**config.mk**
```make
export PLATFORM = sky130hd
export DESIGN_NAME = audio_pwm_out
export DESIGN_NICKNAME = d
export VERILOG_FILES = /design/src/rtl/audio_pwm_out.sv
export SDC_FILE = /design/constraint.sdc
export NUM_CORES = 1
export LEC_CHECK = 0
export CELL_PAD_IN_SITES_DETAIL_PLACEMENT = 0
export CELL_PAD_IN_SITES_GLOBAL_PLACEMENT = 1
export CORE_UTILIZATION = 40
export CTS_CLUSTER_SIZE = 16
export DETAILED_ROUTE_END_ITERATION = 16
export GPL_TIMING_DRIVEN = 0
export PLACE_DENSITY_LB_ADDON = 0.3
export SLEW_MARGIN = 30
export SYNTH_ARGS = -nofsm -noshare
export SYNTH_HDL_FRONTEND = slang
export SYNTH_SLANG_ARGS = --single-unit
export TNS_END_PERCENT = 1
```
**constraint.sdc**
```tcl
create_clock -name clk -period 2.4 [get_ports clk]
set_input_delay 0.24 -clock clk [delete_from_list [all_inputs] [get_ports clk]]
set_output_delay 0.24 -clock clk [all_outputs]
set_load 0.1 [all_outputs]
```
**src/rtl/audio_pwm_out.sv**
```systemverilog
// audio_pwm_out: 1-bit audio modulator (255-cycle PWM or first-order delta-sigma)
// fed through a one-entry pending buffer with overrun detection.
module audio_pwm_out #(
    parameter int WIDTH = 8
) (
    input  logic             clk,
    input  logic             rst_n,
    input  logic [WIDTH-1:0] sample_in,
    input  logic             sample_valid,
    input  logic             ds_mode,
    output logic             pwm_out,
    output logic             load_strobe,
    output logic             overrun
);
    localparam logic [WIDTH-1:0] CNT_LAST = {{(WIDTH-1){1'b1}}, 1'b0};

    logic [WIDTH-1:0] pend, duty, cnt, acc;
    logic             pend_v, mode_q;
    logic             mode_chg, boundary, load;
    logic [WIDTH:0]   sum;

    assign mode_chg = ds_mode != mode_q;
    assign boundary = mode_q || cnt == CNT_LAST;
    assign load     = boundary && pend_v && !mode_chg;
    assign sum      = {1'b0, acc} + {1'b0, duty};

    always_ff @(posedge clk) begin
        if (!rst_n) begin
            pend        <= '0;
            pend_v      <= 1'b0;
            duty        <= '0;
            cnt         <= '0;
            acc         <= '0;
            mode_q      <= 1'b0;
            pwm_out     <= 1'b0;
            load_strobe <= 1'b0;
            overrun     <= 1'b0;
        end else begin
            mode_q      <= ds_mode;
            load_strobe <= load;
            overrun     <= sample_valid && pend_v && !load;
            pend_v      <= sample_valid || (pend_v && !load);
            if (sample_valid) pend <= sample_in;
            if (load) duty <= pend;
            // a mode switch restarts the modulator from a clean, silent state
            if (mode_chg) begin
                cnt     <= '0;
                acc     <= '0;
                pwm_out <= 1'b0;
            end else if (mode_q) begin
                cnt            <= '0;
                {pwm_out, acc} <= sum;
            end else begin
                cnt     <= boundary ? '0 : cnt + 1'b1;
                pwm_out <= cnt < duty;
            end
        end
    end
endmodule

```
==> out/results.txt <==
CTS tree = built
DR DRC count = 0
Avg Inst Size Synth = 8.99 µm²
crit path time final = 2.06 ns
share of layout cells above drive strength 1 = 6.14%
Power Dens Cells = 534 nW/µm²
routed vias = 1416
GP Congestion = 0.781
Non-Filler Instances = 280
final setup fails = 0
Least-Margin Pin Slew = 0.963 ns
initial antenna violation count = 0
Post-CTS Setup Bufs = 0
vias in the first global route = 1367
Initial Utilization = 42.3%
max_slew headroom = 35.6%
dpl cells = 272
CP startpoint kind = flop
Seq/Total Area, Yosys = 39.6%
Clk Latency, worst-skew pair = 0.29 ns
CP max FO = 3
Crit path arrival time = 2.25 ns
Fin. Hold Viols = 0
setup TNS = 0 ns
Wirelength per Cell = 12.9 µm
setup ws final = 0.337 ns
most frequent cells in the layout = dfxtp_1, ha_1, nand2_1, nor2b_1, nand3_1
Die ar. = 4950 µm²
DR vias/cell = 5.06
family with the most delay on the worst path = compound AO/OA/AOI/OAI gates
Worst Skew = 0.00979 ns
Die Span Y = 70.4 µm
worst-path cell chain = ha_1, inv_1, fa_1, nor2b_4, o31a_1, o21a_1, or3_1, a32o_1
Post-synth EDFFs = 0
Cells after Synth = 208
I/O Buffers = 12
Net Count, Synth = 238
n_diodes = 0
FF/Latch Area = 741 µm²
post-synthesis register bit count = 37
CP max-delay cell = dfxtp_1
Yosys cell types = 36
pre-CTS setup slack = 0.285 ns
Crit path largest cell delay = 0.33 ns
synth-to-layout area growth = 14.5%
Max VDD drop = 0.261 mV
nets = 257
WL final = 3.60 mm
minimum hold slack = 0.277 ns
antenna viol nets, final = 0
kind of critical path = flop to flop
# clock sinks = 37
initial DRC count = 46
gr usage total = 16.2%
Most used DFF post-synth = dfxtp_1
die width = 70.4 µm
Std-Cell Rows = 24
Post-Syn Area = 1870 µm²
core region area = 4410 µm²
cts hold-fix bufs = 0
Async SR Flop Fraction = 0%
first-pass GRT wire length = 6.24 mm
outcome = complete, no violations
Root Buffer = clkbuf_8
commonest non-fill, non-tap cell in the layout = dfxtp_1
Bufs and invs on worst path = 1
Congestion Overflow GR = 0
Pins Over Slew Limit = 0
Max clock buf depth = 2
multi-input logic area = 1050 µm²
Synth warnings = 0
RSZ-0062 raised after global routing = false
crit share post-route = 86.0%
fmax = 485 MHz
Fillers = 460
Max-cap violations = 0
Pleak = 0.823 nW
Critical Path RT = 2.58 ns
CTS buffer count = 5
H-tree levels = 2
Final Total Pwr = 1.14 mW
min-delay worst type = input port to flop
post-cts resize count = 0
I/O pin cnt = 15
clock-pin slew on the worst setup and hold paths = 0.07 ns
Initial DRT Pass Iterations = 4
largest net degree at the start of global routing = 13
Setup crit end kind = flop
HPWL Detailed = 2.70 mm
worst register-to-register path, delay by kind of cell, from the launching register on:
family,cells,cell delay (ns)
AO/OA/AOI/OAI,3,0.71
adder cells (fa/ha/maj),2,0.49
AND/OR/NAND/NOR,2,0.36
flip-flops,1,0.33
buffers and inverters,1,0.08
state kept, by name, summed over array words and instances (netlist names):
signal       flops
duty             8
load_strobe      1
overrun          1
pend_v           1
pend             8
cnt              8
mode_q           1
acc              8
pwm_out          1
synthesized netlist by cell type (2+ instances only):
| cell | n | area share [%] |
|---|---|---|
| xor2_1 | 2 | 0.94 |
| dfxtp_1 | 37 | 40 |
| nor2b_1 | 14 | 4.7 |
| mux2i_1 | 8 | 4.3 |
| ha_1 | 17 | 11 |
| and3_1 | 4 | 1.3 |
| a211oi_1 | 4 | 1.6 |
| nand3_1 | 14 | 3.7 |
| a21o_1 | 2 | 0.80 |
| xnor2_1 | 7 | 3.3 |
| a22oi_1 | 4 | 1.6 |
| o21ai_0 | 11 | 2.9 |
| clkbuf_1 | 5 | 1.0 |
| buf_2 | 3 | 0.80 |
| nor2_1 | 11 | 2.2 |
| o21a_1 | 3 | 1.2 |
| o21ai_1 | 6 | 1.6 |
| and2_1 | 7 | 2.3 |
| inv_1 | 11 | 2.2 |
| a21oi_1 | 7 | 1.9 |
| nand2_1 | 16 | 3.2 |
report_power, final:
group / internal, mW / total (mW) / switching, mW
clock: 0.200 / 0.427 / 0.226
combinational: 0.0371 / 0.0815 / 0.0444
sequential: 0.627 / 0.636 / 0.00894
worst paths after layout:
kind	depth (start not counted)	slack [ns]	start	to
worst max-delay path	8	0.34	duty[0]	acc[6]
worst min-delay path	3	0.28	rst_n	duty[4]
worst max register to register	8	0.34	duty[0]	acc[6]
worst min register to register	2	0.46	pend[5]	duty[5]
per-layer routing:
metal  wire, µm  share of wire (%)  global-route usage, %  vias up
met5          0                  0                      0        -
met3         88                2.4                   3.17        8
li1           -                  -                      -      763
met2       1610                 45                   25.7       20
met1       1850                 51                   20.9      625
met4         48                1.3                   8.00        0
logic make-up (layout without fill, tap and decap cells):
group           count (synthesis)  after routing  synth area share (%)
compound gates                 44             44                  14.9
flops                          37             37                  39.6
xor+xnor                        9              9                  4.22
fa+ha+maj                      18             18                  12.4
mux                             8              8                  4.28
buf+inv                        19             39                  4.02
simple gates                   73             73                  20.5
area by class of cell:
type	count	share of cell area, %
plain buffers	8	1.58
clock inverters	3	0.818
inverters	11	1.93
well taps	52	3.04
repair buffers	12	5.61
flip-flops and latches	37	34.6
clock buffers	5	3.21
multi-input cells	152	49.2
through the flow:
stage               util (%)  area (µm²)
detailed placement      46.5        2050
global placement        46.5        2050
floorplan                  -        1870
finish                  48.5        2140
global route            48.5        2140
CTS                     48.5        2140
Note: power is estimated with default switching activity, not from simulation.
